==> config.mk <==
export PLATFORM = sky130hd
export DESIGN_NAME = tag_dispatch
export DESIGN_NICKNAME = d
export VERILOG_FILES = /design/src/rtl/tag_dispatch.sv
export SDC_FILE = /design/constraint.sdc
export NUM_CORES = 1
export LEC_CHECK = 0
export BUFFER_PORTS_ARGS = -buffer_cell sky130_fd_sc_hd__buf_2
export CAP_MARGIN = 15
export CORE_ASPECT_RATIO = 1.25
export CORE_UTILIZATION = 46
export CTS_BUF_LIST = sky130_fd_sc_hd__clkbuf_16
export DETAILED_ROUTE_END_ITERATION = 16
export HOLD_SLACK_MARGIN = 0.06
export PLACE_DENSITY = 0.78
export SYNTH_ARGS = -nofsm -noshare
export SYNTH_HDL_FRONTEND = slang
export SYNTH_SLANG_ARGS = --single-unit
==> constraint.sdc <==
create_clock -name clk -period 2 [get_ports clk]
set_input_delay 0.4 -clock clk [delete_from_list [all_inputs] [get_ports clk]]
set_output_delay 0.4 -clock clk [all_outputs]
set_load 0.03 [all_outputs]
==> src/rtl/tag_dispatch.sv <==
// tag_dispatch: round-robin tag allocator with in-order retirement for a bank of
// tag_logic instances. Issues one tile per accept, tracks outstanding tags, flushes
// the last tile's tag and pulses block_done once the whole block has retired.
module tag_dispatch #(
  parameter int unsigned NUM_TAGS    = 2,
  parameter int unsigned LOGNUM_TAGS = 1,
  parameter int unsigned CNT_W       = 16
) (
  input  logic                   clk,
  input  logic                   reset,
  input  logic                   block_start,
  output logic                   block_done,
  input  logic                   req_valid,
  output logic                   req_ready,
  input  logic                   req_reuse,
  input  logic                   req_bias_prev_sw,
  input  logic                   req_ddr_pe_sw,
  input  logic                   req_last,
  output logic [LOGNUM_TAGS-1:0] req_tag,
  output logic [NUM_TAGS-1:0]    tag_req,
  output logic [NUM_TAGS-1:0]    tag_reuse,
  output logic [NUM_TAGS-1:0]    tag_bias_prev_sw,
  output logic [NUM_TAGS-1:0]    tag_ddr_pe_sw,
  output logic [NUM_TAGS-1:0]    tag_flush,
  input  logic [NUM_TAGS-1:0]    tag_ready,
  input  logic [NUM_TAGS-1:0]    tag_done,
  output logic [LOGNUM_TAGS:0]   outstanding,
  output logic [CNT_W-1:0]       tile_count
);

  localparam int unsigned OUT_W = LOGNUM_TAGS + 1;
  localparam int unsigned PTR_W = LOGNUM_TAGS;

  typedef enum logic [1:0] {
    IDLE  = 2'd0,
    BUSY  = 2'd1,
    DRAIN = 2'd2,
    DONE  = 2'd3
  } state_t;

  state_t state;
  state_t state_nxt;

  logic [PTR_W-1:0]    wr_ptr;
  logic [PTR_W-1:0]    done_ptr;
  logic                accept;
  logic                retire;
  logic                tile_clr;
  logic                block_done_nxt;
  logic [NUM_TAGS-1:0] wr_onehot;
  logic [NUM_TAGS-1:0] done_onehot;
  logic [NUM_TAGS-1:0] flush_set;
  logic [NUM_TAGS-1:0] flush_clr;

  // Request handshake: only in BUSY, with a free slot and the target tag ready.
  assign req_ready = (state == BUSY)
                   && (outstanding < OUT_W'(NUM_TAGS))
                   && tag_ready[wr_ptr];
  assign req_tag   = wr_ptr;
  assign accept    = req_valid && req_ready;

  // Retirement is strictly in order; a done on any other index, or with nothing
  // outstanding, is dropped.
  assign retire    = tag_done[done_ptr] && (outstanding != '0);

  assign wr_onehot   = NUM_TAGS'(1) << wr_ptr;
  assign done_onehot = NUM_TAGS'(1) << done_ptr;
  assign flush_set   = (accept && req_last) ? wr_onehot : '0;
  assign flush_clr   = retire ? done_onehot : '0;

  // Block state register.
  always_ff @(posedge clk or negedge reset) begin
    if (!reset) begin
      state <= IDLE;
    end else begin
      state <= state_nxt;
    end
  end

  // Block sequencing: next state, tile counter clear and block_done request.
  always_comb begin
    state_nxt      = state;
    tile_clr       = 1'b0;
    block_done_nxt = 1'b0;
    case (state)
      IDLE: begin
        if (block_start) begin
          state_nxt = BUSY;
          tile_clr  = 1'b1;
        end
      end
      BUSY: begin
        if (accept && req_last) begin
          state_nxt = DRAIN;
        end
      end
      DRAIN: begin
        if (outstanding == '0) begin
          state_nxt      = DONE;
          block_done_nxt = 1'b1;
        end
      end
      DONE: begin
        state_nxt = IDLE;
      end
      default: begin
        state_nxt = IDLE;
      end
    endcase
  end

  // block_done is high for exactly the cycle spent in DONE.
  always_ff @(posedge clk or negedge reset) begin
    if (!reset) begin
      block_done <= 1'b0;
    end else begin
      block_done <= block_done_nxt;
    end
  end

  // Issue and retire pointers; both wrap naturally at NUM_TAGS (power of two).
  always_ff @(posedge clk or negedge reset) begin
    if (!reset) begin
      wr_ptr   <= '0;
      done_ptr <= '0;
    end else begin
      if (accept) begin
        wr_ptr <= wr_ptr + PTR_W'(1);
      end
      if (retire) begin
        done_ptr <= done_ptr + PTR_W'(1);
      end
    end
  end

  // Outstanding tag count; simultaneous accept and retire cancel out.
  always_ff @(posedge clk or negedge reset) begin
    if (!reset) begin
      outstanding <= '0;
    end else begin
      case ({accept, retire})
        2'b10:   outstanding <= outstanding + OUT_W'(1);
        2'b01:   outstanding <= outstanding - OUT_W'(1);
        default: outstanding <= outstanding;
      endcase
    end
  end

  // Tiles accepted in the current block; cleared on block start, wraps on overflow.
  always_ff @(posedge clk or negedge reset) begin
    if (!reset) begin
      tile_count <= '0;
    end else if (tile_clr) begin
      tile_count <= '0;
    end else if (accept) begin
      tile_count <= tile_count + CNT_W'(1);
    end
  end

  // One-cycle request pulse and qualifiers to the tag chosen on accept.
  always_ff @(posedge clk or negedge reset) begin
    if (!reset) begin
      tag_req          <= '0;
      tag_reuse        <= '0;
      tag_bias_prev_sw <= '0;
      tag_ddr_pe_sw    <= '0;
    end else begin
      tag_req          <= accept                      ? wr_onehot : '0;
      tag_reuse        <= (accept && req_reuse)        ? wr_onehot : '0;
      tag_bias_prev_sw <= (accept && req_bias_prev_sw) ? wr_onehot : '0;
      tag_ddr_pe_sw    <= (accept && req_ddr_pe_sw)    ? wr_onehot : '0;
    end
  end

  // Flush level for the last tile's tag, raised with its request, dropped on its retire.
  always_ff @(posedge clk or negedge reset) begin
    if (!reset) begin
      tag_flush <= '0;
    end else begin
      tag_flush <= (tag_flush & ~flush_clr) | flush_set;
    end
  end

endmodule

# Word level (Yosys, flattened, before mapping)
# Index checks and enable logic that the tools add are counted.
[word_totals]
reg_bits = 33
in_bits = 12
output_inout_bits = 31
elab_cells = 67
[op_classes]
add_sub_neg = 5
n_lt_le_gt_ge = 3
n_eq_ne = 8
shifts = 2
n_mux = 21
bitwise_logic = 3
reduce_logical = 14
[ops]
columns = ["cell", "n"]
rows = [
  ["$mux 16", 2],
  ["$mux 2", 9],
  ["$add 16x1->16 const B", 1],
  ["$logic_and 1x1->1", 8],
  ["$mux 1", 8],
  ["$pmux 2 s4", 1],
  ["$eq 2x2->1 const B", 3],
  ["$reduce_bool 2->1", 3],
  ["$eq 2x1->1 const B", 2],
  ["$logic_not 2->1", 2],
  ["$lt 1x2->1 const B", 2],
  ["$ne 2x2->1 const B", 2],
  ["$pmux 2 s2", 1],
  ["$shl 1x1->2 const A", 2],
  ["$reduce_and 3->1", 1],
  ["$add 1x1->1 const B", 2],
  ["$add 2x1->2 const B", 1],
  ["$and 2x2->2", 1],
  ["$lt 2x2->1 const B", 1],
  ["$ne 2x1->1 const B", 1],
  ["$not 2->2", 1],
  ["$or 2x2->2", 1],
  ["$sub 2x1->2 const B", 1],
]

# Logic depth before layout (Yosys ltp)
# Gate-level depths: netlist of run 1.
[logic_depth]
word_depth = 7
mapped_depth = 9
mapped_depth_nobuf = 9

# Least setup slack after synthesis of run 1
# No wires, ideal clock.
[synth_path]
path_type = "flip-flop to flip-flop"
startpoint = "register outstanding[1]"
endpoint = "register tile_count[15]"
t_arrival_ns = 2.033
t_required_ns = 1.922
path_slack_ns = -0.111
path_stages_with_launch = 5
path_buffers = 0
period_less_slack_ns = 2.111
path_cell_list = "dfrtp_1 -> nand3b_2 -> or4b_4 -> or4_1 -> a21oi_1"
[synth_via]
elab_chain_cells = 5
[synth_rtl]
columns = ["element", "line_no", "rtl"]
rows = [
  ["start, declared", "27", "output logic [LOGNUM_TAGS:0] outstanding,"],
  ["start signal, assigned", "142", "2'b10: outstanding <= outstanding + OUT_W'(1);"],
  ["start signal, assigned", "143", "2'b01: outstanding <= outstanding - OUT_W'(1);"],
  ["start signal, assigned", "144", "default: outstanding <= outstanding;"],
  ["$lt 2x2->1", "57", "&& (outstanding < OUT_W'(NUM_TAGS))"],
  ["$logic_and 1x1->1", "57", ""],
  ["$logic_and 1x1->1", "58", "&& tag_ready[wr_ptr];"],
  ["$logic_and 1x1->1", "60", "assign accept = req_valid && req_ready;"],
  ["$reduce_bool 2->1 (no line)", "-", ""],
  ["end signal, assigned", "156", "tile_count <= tile_count + CNT_W'(1);"],
  ["end, declared", "28", "output logic [CNT_W-1:0] tile_count"],
]
# No other way between the ends.
# A chain may end at the register's enable or synchronous reset.

# Worst setup path in the final report of run 1
[layout_path]
startpoint = "register state[1]"
endpoint = "register tile_count[13]"
[layout_via]
elab_chain_cells = 5
elab_cells_between_ends = 8
cone_classes = "eq/ne: 1; mux: 2; reduce/logical: 5"
[layout_rtl]
columns = ["element", "line_no", "rtl"]
rows = [
  ["start, declared", "41", "state_t state;"],
  ["start signal, assigned", "76", "state <= state_nxt;"],
  ["$eq 2x1->1", "56", "assign req_ready = (state == BUSY)"],
  ["$logic_and 1x1->1", "57", ""],
  ["$logic_and 1x1->1", "58", ""],
  ["$logic_and 1x1->1", "60", ""],
  ["$reduce_bool 2->1 (no line)", "-", ""],
]
# Parallel ways exist; a longest one is shown, timed or not.

==> results of run 1 <==
## critical path: stages (launching register included)
cell and delay [ps]:
dfrtp_1 400, inv_2 90, ha_4 140, nand3b_4 80, or4b_4 510, buf_6 140
or3_1 370, a21oi_2 130
## cell type report
cell class,instances,area (sq um),area share
well taps,37,46.3,0.0215
clock buffers,5,125,0.0582
flip-flops and latches,33,830,0.386
clock inverters,3,37.5,0.0175
multi-input cells,110,741,0.345
inverters,4,15.0,0.00698
repair buffers,60,355,0.165
## Yosys cell counts, types with 2 or more instances
cell type	n
ha_1	5
and3_1	2
o21ai_0	7
and4_1	2
a21oi_1	14
nor3b_1	3
nand4_1	2
nor2_1	12
clkbuf_1	2
nand2_1	13
a22o_1	2
dfrtp_1	33
inv_1	4
nand3_1	6
nor3_1	2
or3_1	7
and2_1	8
or4_1	2
xnor2_1	8
o31ai_1	3
## state kept, by name, indices dropped and copies added, names as in the netlist
signal            cells
tile_count           16
outstanding           2
state                 2
tag_bias_prev_sw      2
tag_ddr_pe_sw         2
tag_flush             2
tag_req               2
tag_reuse             2
block_done            1
done_ptr              1
req_tag               1
## layer usage
layer  share of wire  vias up  global-route usage  wire (um)
li1                -      659                   -          -
met1            0.41      674               0.265       1490
met2            0.52       42               0.414       1900
met3           0.043       10              0.0708        158
met4           0.024        0              0.0962         87
met5               0        -                   0          0
## stage by stage
step | setup TNS, ps | total power [mW] | area [sq um] | std cells
floorplan | -11.2 | 1.42 | 1570 | 151
global placement | 0 | 1.65 | 1900 | 239
detailed placement | -249 | 1.69 | 1900 | 239
CTS | -16.9 | 2.59 | 2110 | 249
global route | -47.0 | 2.74 | 2150 | 252
finish | 0 | 2.59 | 2150 | 252
## how the worst min path moves through the flow
stage	from	endpoint
6_report	req_bias_prev_sw	tag_bias_prev_sw[0]
5_1_grt	req_ddr_pe_sw	tag_ddr_pe_sw[1]
4_1_cts	req_bias_prev_sw	tag_bias_prev_sw[0]
3_5_place_dp	reset	tile_count[14]
3_3_place_gp	reset	tile_count[13]
2_1_floorplan	reset	block_done
## cell families after synthesis
family          after synthesis  synth area share
xor+xnor                      9            0.0506
simple gates                 66             0.235
flops                        33             0.530
buf+inv                       8            0.0241
compound gates               28             0.104
mux                           2            0.0153
fa+ha+maj                     5            0.0402
## what timing repair did
item                       CTS  global route
setup endpoints to repair    6             6
pin swaps                    4             9
resized for setup            6             5
hold buffers                 1             0
hold endpoints to repair    11             0
setup buffers                1             3
## power by group
group          leakage (nW)  internal [mW]  switching [mW]
Combinational         0.549          0.385           0.490
Sequential            0.443          0.776           0.102
Clock                0.0826          0.577           0.260
Total                  1.08           1.74           0.852
==> impl_metrics.env, run 1 <==
export IMPL_status="complete, no violations"
export IMPL_crit_path_end_kind="flop"
export IMPL_drc=0
export IMPL_powerDensity_nw_per_um2=1210
export IMPL_holdWs_ps=341
export IMPL_ant_nets=0
export IMPL_clkTransAtPathRegs_ps=50
export IMPL_vdd_drop_max_uv=1090
export IMPL_grt_pass1_vias=1363
export IMPL_critPathKind="flop to flop"
export IMPL_clock_tree_buffer_depth=2
export IMPL_syn_cell_area_sq_um=1560
export IMPL_dp_slack_ps=-60.9
export IMPL_fin_crit_sh=0.973
export IMPL_core_area_sq_um=3220
export IMPL_wl_per_cell_um=14.4
export IMPL_worst_pin_slew_ps=650
export IMPL_grt_pass1_wl_um=6070
export IMPL_arrival_ps=2140
export IMPL_ff2ff_path_depth=7
export IMPL_row_count=23
export IMPL_path_max_fanout=5
export IMPL_grt_max_degree=17
export IMPL_antenna_cells=0
export IMPL_yosysSeqAreaShare=0.530
export IMPL_antenna_found_initial=0
export IMPL_routed_wl_um=3640
export IMPL_start_util=0.483
export IMPL_fmax_mhz=514
export IMPL_ys_ff_latch=33
export IMPL_dp_hpwl_um=2600
export IMPL_grt_usage=0.239
export IMPL_dr_pass1_iters=4
export IMPL_clk_latency_ps=280
export IMPL_cts_sinks=33
export IMPL_critPathLaunchType="flop"
export IMPL_avgSynthCellArea_sq_um=10.3
export IMPL_hold_viol=0
export IMPL_io_buffers=42
export IMPL_critPathLaunch="state[1]"
export IMPL_cts_root_buf="clkbuf_16"
export IMPL_htree_levels=2
export IMPL_first_iter_violations=37
export IMPL_pin_count=43
export IMPL_required_ps=2200
export IMPL_layout_commonest_cell="buf_2"
export IMPL_cts_made_buffers=5
export IMPL_gr_total_overflow=0
export IMPL_cts_tree="built"
export IMPL_fin_ws_ps=54.7
export IMPL_final_max_slew_viol_count=0
export IMPL_final_util=0.667
export IMPL_finalClockSkew_ps=5.19
export IMPL_ys_flop_type="dfrtp_1"
export IMPL_synth_top_area_cell="dfrtp_1"
export IMPL_r2r_end="tile_count[13]"
export IMPL_die_area_sq_um=3620
export IMPL_routabilityCongestion=0.736
export IMPL_hold_path_depth=2
export IMPL_die_y_um=67.1
export IMPL_ys_warn_count=0
export IMPL_vias=1385
export IMPL_rsz0062_at_grt="yes"
export IMPL_min_period_ps=1950
export IMPL_worstSetupEndpoint="tile_count[13]"
export IMPL_syn_nets=168
export IMPL_via_per_inst=5.50
export IMPL_layout_common_cells="buf_2 (42), dfrtp_1 (30), buf_4 (15)"
export IMPL_netlist_area_leader_share=0.530
export IMPL_synth_edf_count=0
export IMPL_synthArstFlopShare=1.00
export IMPL_hold_class="input port to flop"
export IMPL_ys_types=34
export IMPL_setup_viol=0
export IMPL_rrSetupSlack_ps=50
export IMPL_die_width_um=54.1
export IMPL_n_fill_cell=263
export IMPL_r2r_start="state[1]"
export IMPL_synth_top_cells_by_area="dfrtp_1 (53%), a21oi_1 (4.5%), xnor2_1 (4.5%), ha_1 (4.0%), and2_1 (3.2%)"
export IMPL_area_growth_pct=38.0
export IMPL_relSlewSlack=0.567
export IMPL_power_leakage_nw=1.08
export IMPL_layout_nets=231
export IMPL_drive_gt1_frac=0.386
export IMPL_drv_cap=0
export IMPL_synthCells=151
No activity file was read; power rests on OpenSTA's default activity.
==> inputs of run 2 (changes only) <==
CORE_UTILIZATION = 48   (was 46)
CTS_BUF_LIST = sky130_fd_sc_hd__clkbuf_2   (was sky130_fd_sc_hd__clkbuf_16)
PLACE_DENSITY = 0.81   (was 0.78)
==> impl_metrics.env, run 2 (synthesized netlist as in run 1, its figures left out) <==
export IMPL_status="complete, no violations"
export IMPL_hold_class="input port to flop"
export IMPL_critPathLaunchType="flop"
export IMPL_power_mw=2.22
export IMPL_place_area_sq_um=1880
export IMPL_cts_root_buf="clkbuf_2"
export IMPL_fin_crit_sh=0.972
export IMPL_path_cells="inv_2 -> ha_4 -> nand3b_4 -> or4b_4 -> or4_4 -> a21oi_2"
export IMPL_vdd_drop_max_uv=960
export IMPL_path_max_fanout=3
export IMPL_required_ps=2320
export IMPL_setup_tns_ps=0
export IMPL_drv_cap=0
export IMPL_vias=1390
export IMPL_setup_viol=0
export IMPL_clock_tree_buffer_depth=2
export IMPL_drive_gt1_frac=0.377
export IMPL_antenna_found_initial=0
export IMPL_grt_pass1_vias=1298
export IMPL_hold_viol=0
export IMPL_rrSetupSlack_ps=60
export IMPL_layout_commonest_cell="buf_2"
export IMPL_rsz0062_at_grt="yes"
export IMPL_cts_tree="built"
export IMPL_start_util=0.519
export IMPL_finalClockSkew_ps=13.8
export IMPL_cpPeakStageDelay_ps=530
export IMPL_routabilityCongestion=0.755
export IMPL_core_area_sq_um=3000
export IMPL_fmax_mhz=515
export IMPL_holdWs_ps=223
export IMPL_r2r_start="state[1]"
export IMPL_critPathKind="flop to flop"
export IMPL_cts_made_buffers=5
export IMPL_r2r_end="tile_count[15]"
export IMPL_gr_total_overflow=0
export IMPL_cts_sinks=33
export IMPL_crit_path_end_kind="flop"
export IMPL_top_register="tile_count"
export IMPL_hold_path_depth=2
export IMPL_die_width_um=53.0
export IMPL_row_count=22
export IMPL_dr_pass1_iters=4
export IMPL_crit_path_top_delay_cell="or4_4"
export IMPL_io_buffers=42
export IMPL_largest_register_ffs=16
export IMPL_grt_max_degree=34
export IMPL_clk_latency_ps=380
export IMPL_grt_usage=0.232
export IMPL_powerDensity_nw_per_um2=1100
export IMPL_n_fill_cell=241
export IMPL_antenna_cells=0
export IMPL_pin_count=43
export IMPL_area_growth_pct=29.3
export IMPL_via_per_inst=5.60
export IMPL_routed_wl_um=3700
export IMPL_whs_endpoint="tag_ddr_pe_sw[0]"
export IMPL_final_max_slew_viol_count=0
export IMPL_grt_pass1_wl_um=5780
export IMPL_htree_levels=2
export IMPL_final_area_sq_um=2010
export IMPL_ant_nets=0
export IMPL_layout_nets=228
export IMPL_clkTransAtPathRegs_ps=170
export IMPL_layout_common_cells="buf_2 (41), dfrtp_1 (29), buf_4 (15)"
export IMPL_hold_start="req_ddr_pe_sw"
export IMPL_relSlewSlack=0.501
export IMPL_ff2ff_path_depth=6
export IMPL_drc=0
export IMPL_wl_per_cell_um=14.9
export IMPL_power_leakage_nw=1.02
export IMPL_die_y_um=65.7
export IMPL_min_period_ps=1940
export IMPL_dp_hpwl_um=2530
export IMPL_first_iter_violations=27
export IMPL_arrival_ps=2260
export IMPL_die_area_sq_um=3480
export IMPL_worst_pin_slew_ps=748
==> run 2: repair_timing <==
item                                    CTS  global route
endpoints found under the hold margin    20             0
gates cloned                              0             0
hold buffers                              1             0
resized for setup                         5             4
endpoints found under the setup margin    6             6
pin swaps                                 0             3
setup buffers                             2             2
==> run 2: critical path, delay by kind of cell, from the launching register on <==
kind                       cells  cell delay (ps)
AOI/OAI and AO/OA              1              140
adders and majority gates      1              150
buffers and inverters          1               80
DFF                            1              420
and+or+nand+nor                3             1110
==> run 2: layout make-up <==
| cell class | instances | area, sq um | area share |
|---|---|---|---|
| Sequential cell | 33 | 831 | 0.412 |
| Multi-Input combinational cell | 110 | 732 | 0.363 |
| Timing Repair Buffer | 57 | 328 | 0.163 |
| Tap cell | 36 | 45.0 | 0.0224 |
| Clock inverter | 2 | 33.8 | 0.0168 |
| Clock buffer | 6 | 30.0 | 0.0149 |
| Inverter | 4 | 15.0 | 0.00745 |
==> run 2: per-stage QoR <==
step / std cells / worst slack [ps] / utilization
CTS: 246 / -0.302 / 0.662
finish: 248 / 56.5 / 0.671
floorplan: 151 / -11.2 / -
global route: 248 / -33.5 / 0.671
global placement: 235 / 25.4 / 0.626
detailed placement: 235 / -42.0 / 0.626
==> run 2: worst max path at each step <==
stage          startpoint             end  slack [ps]
2_1_floorplan    state[1]  tile_count[15]         -10
5_1_grt          state[1]  tile_count[15]         -30
4_1_cts          state[0]  tile_count[15]        -0.3
6_report         state[1]  tile_count[15]          60
3_5_place_dp     state[1]  tile_count[13]         -40
3_3_place_gp     state[1]  tile_count[15]          30
==> run 2: routing by layer <==
metal  GRT usage  share of wire  up-vias
met4       0.132          0.033        0
li1            -              -      649
met2       0.370           0.48       53
met1       0.271           0.43      676
met5           0              0        -
met3      0.0718          0.054       12
==> run 2: power breakdown <==
part / switching [mW] / internal [mW]
Sequential: 0.0962 / 0.775
Combinational: 0.516 / 0.394
Clock: 0.228 / 0.213
==> inputs of run 3 (changes only) <==
GPL_ROUTABILITY_DRIVEN = 0   (was unset)
SETUP_SLACK_MARGIN = 0.2   (was unset)
==> impl_metrics.env, run 3 (synthesized netlist as in run 1, its figures left out) <==
export IMPL_htree_levels=2
export IMPL_antenna_cells=0
export IMPL_vias=1358
export IMPL_antenna_found_initial=0
export IMPL_relSlewSlack=0.513
export IMPL_die_width_um=53.0
export IMPL_first_iter_violations=9
export IMPL_worst_pin_slew_ps=731
export IMPL_clock_tree_buffer_depth=2
export IMPL_rsz0062_at_grt="yes"
export IMPL_n_fill_cell=233
export IMPL_core_area_sq_um=3000
export IMPL_drive_gt1_frac=0.416
export IMPL_required_ps=2320
export IMPL_cts_root_buf="clkbuf_2"
export IMPL_postCtsHoldBufs=0
export IMPL_area_growth_pct=30.4
export IMPL_top_register="tile_count"
export IMPL_layout_nets=225
export IMPL_layout_common_cells="buf_2 (41), dfrtp_1 (28), nand2_1 (13)"
export IMPL_dr_pass1_iters=4
export IMPL_grt_pass1_vias=1400
export IMPL_cp_buffers_inverters=2
export IMPL_fmax_mhz=517
export IMPL_vdd_drop_max_uv=809
export IMPL_io_buffers=42
export IMPL_clk_latency_ps=370
export IMPL_setup_viol=0
export IMPL_status="complete, no violations"
export IMPL_via_per_inst=5.54
export IMPL_arrival_ps=2250
export IMPL_power_leakage_nw=1.00
export IMPL_cts_tree="built"
export IMPL_largest_register_ffs=16
export IMPL_fin_ws_ps=65.8
export IMPL_pin_count=43
export IMPL_fin_crit_sh=0.967
export IMPL_dp_slack_ps=55.4
export IMPL_wl_per_cell_um=15.4
export IMPL_layout_commonest_cell="buf_2"
export IMPL_dp_hpwl_um=2670
export IMPL_critPathKind="flop to flop"
export IMPL_cts_sinks=33
export IMPL_die_area_sq_um=3480
export IMPL_grt_usage=0.241
export IMPL_multi_input_comb_area_sq_um=793
export IMPL_ant_nets=0
export IMPL_cts_made_buffers=5
export IMPL_path_cells="inv_2 -> ha_4 -> nand3b_4 -> or4b_4 -> buf_6 -> or3_1 -> a21oi_1"
export IMPL_crit_path_top_delay_cell="or4b_4"
export IMPL_gr_total_overflow=0
export IMPL_final_max_slew_viol_count=0
export IMPL_grt_pass1_wl_um=5910
export IMPL_finalClockSkew_ps=12.4
export IMPL_hold_class="input port to asynchronous set/reset pin"
export IMPL_hold_viol=0
export IMPL_crit_path_end_kind="flop"
export IMPL_path_max_fanout=6
export IMPL_clkTransAtPathRegs_ps=170
export IMPL_critPathLaunchType="flop"
export IMPL_cp_top_family="simple AND/OR/NAND/NOR gates"
export IMPL_register_area_sq_um=832
export IMPL_min_period_ps=1930
export IMPL_start_util=0.519
export IMPL_grt_max_degree=34
export IMPL_powerDensity_nw_per_um2=1040
export IMPL_setup_tns_ps=0
export IMPL_routed_wl_um=3770
export IMPL_cpPeakStageDelay_ps=560
export IMPL_drv_cap=0
export IMPL_row_count=22
export IMPL_drc=0
export IMPL_die_y_um=65.7
[run 3: cell types whose count changed in the layout (fill, tap and decap cells not counted), moves of 2 or more]
cell,previous run,this run
buf_4,15,12
ha_4,1,3
o31ai_2,0,2
o31ai_1,3,1
ha_1,4,2
[run 3: layout make-up]
| cell class | count | share of cell area |
|---|---|---|
| flip-flops and latches | 33 | 0.410 |
| multi-input cells | 110 | 0.391 |
| repair buffers | 54 | 0.151 |
| well taps | 36 | 0.0222 |
| clock buffers | 7 | 0.0173 |
| inverters | 4 | 0.00739 |
| clock inverters | 1 | 0.00185 |
[run 3: path summary, 6_finish.rpt]
| kind | start | endpoint | slack (ps) | depth (start not counted) |
|---|---|---|---|---|
| worst min register to register | tag_flush[1] | tag_flush[1] | 530 | 1 |
| worst max register to register | state[1] | tile_count[7] | 70 | 7 |
| min in group clk | req_bias_prev_sw | tag_bias_prev_sw[1] | 240 | 2 |
| worst max-delay path | state[1] | tile_count[7] | 70 | 7 |
| max in group asynchronous | reset | outstanding[1] | 1440 | 1 |
| worst min-delay path | reset | tile_count[4] | 50 | 1 |
[run 3: metrics by stage]
stage / utilization / instances / hold WS [ps] / instance area [sq um] / power [mW]
floorplan: - / 151 / 104 / 1630 / 1.46
global placement: 0.623 / 228 / 482 / 1870 / 1.63
detailed placement: 0.623 / 228 / 497 / 1870 / 1.69
CTS: 0.661 / 244 / 61.3 / 1980 / 2.07
global route: 0.677 / 245 / 71.3 / 2030 / 2.24
finish: 0.677 / 245 / 53.3 / 2030 / 2.11
[run 3: routing by layer]
layer | vias to the layer above | wire, um | track usage
li1 | 647 | - | -
met1 | 649 | 1470 | 0.252
met2 | 49 | 1990 | 0.407
met3 | 13 | 181 | 0.0741
met4 | 0 | 131 | 0.151
met5 | - | 0 | 0
[run 3: power breakdown]
part	switching, mW	total, mW	internal (mW)
logic	0.502	0.900	0.398
clock network	0.223	0.317	0.0936
registers	0.117	0.892	0.775
total	0.842	2.11	1.27
[run 3: repair_timing]
item                                    CTS  global route
buffers inserted                          8             1
resized for setup                         5             9
pin swaps                                 5             2
endpoints found under the setup margin   11            13
[run 3: worst reg2reg max path: stages (launching register included)]
cell and delay [ps]:
dfrtp_1 420, inv_2 80, ha_4 150, nand3b_4 80, or4b_4 560, buf_6 150
or3_1 310, a21oi_1 120
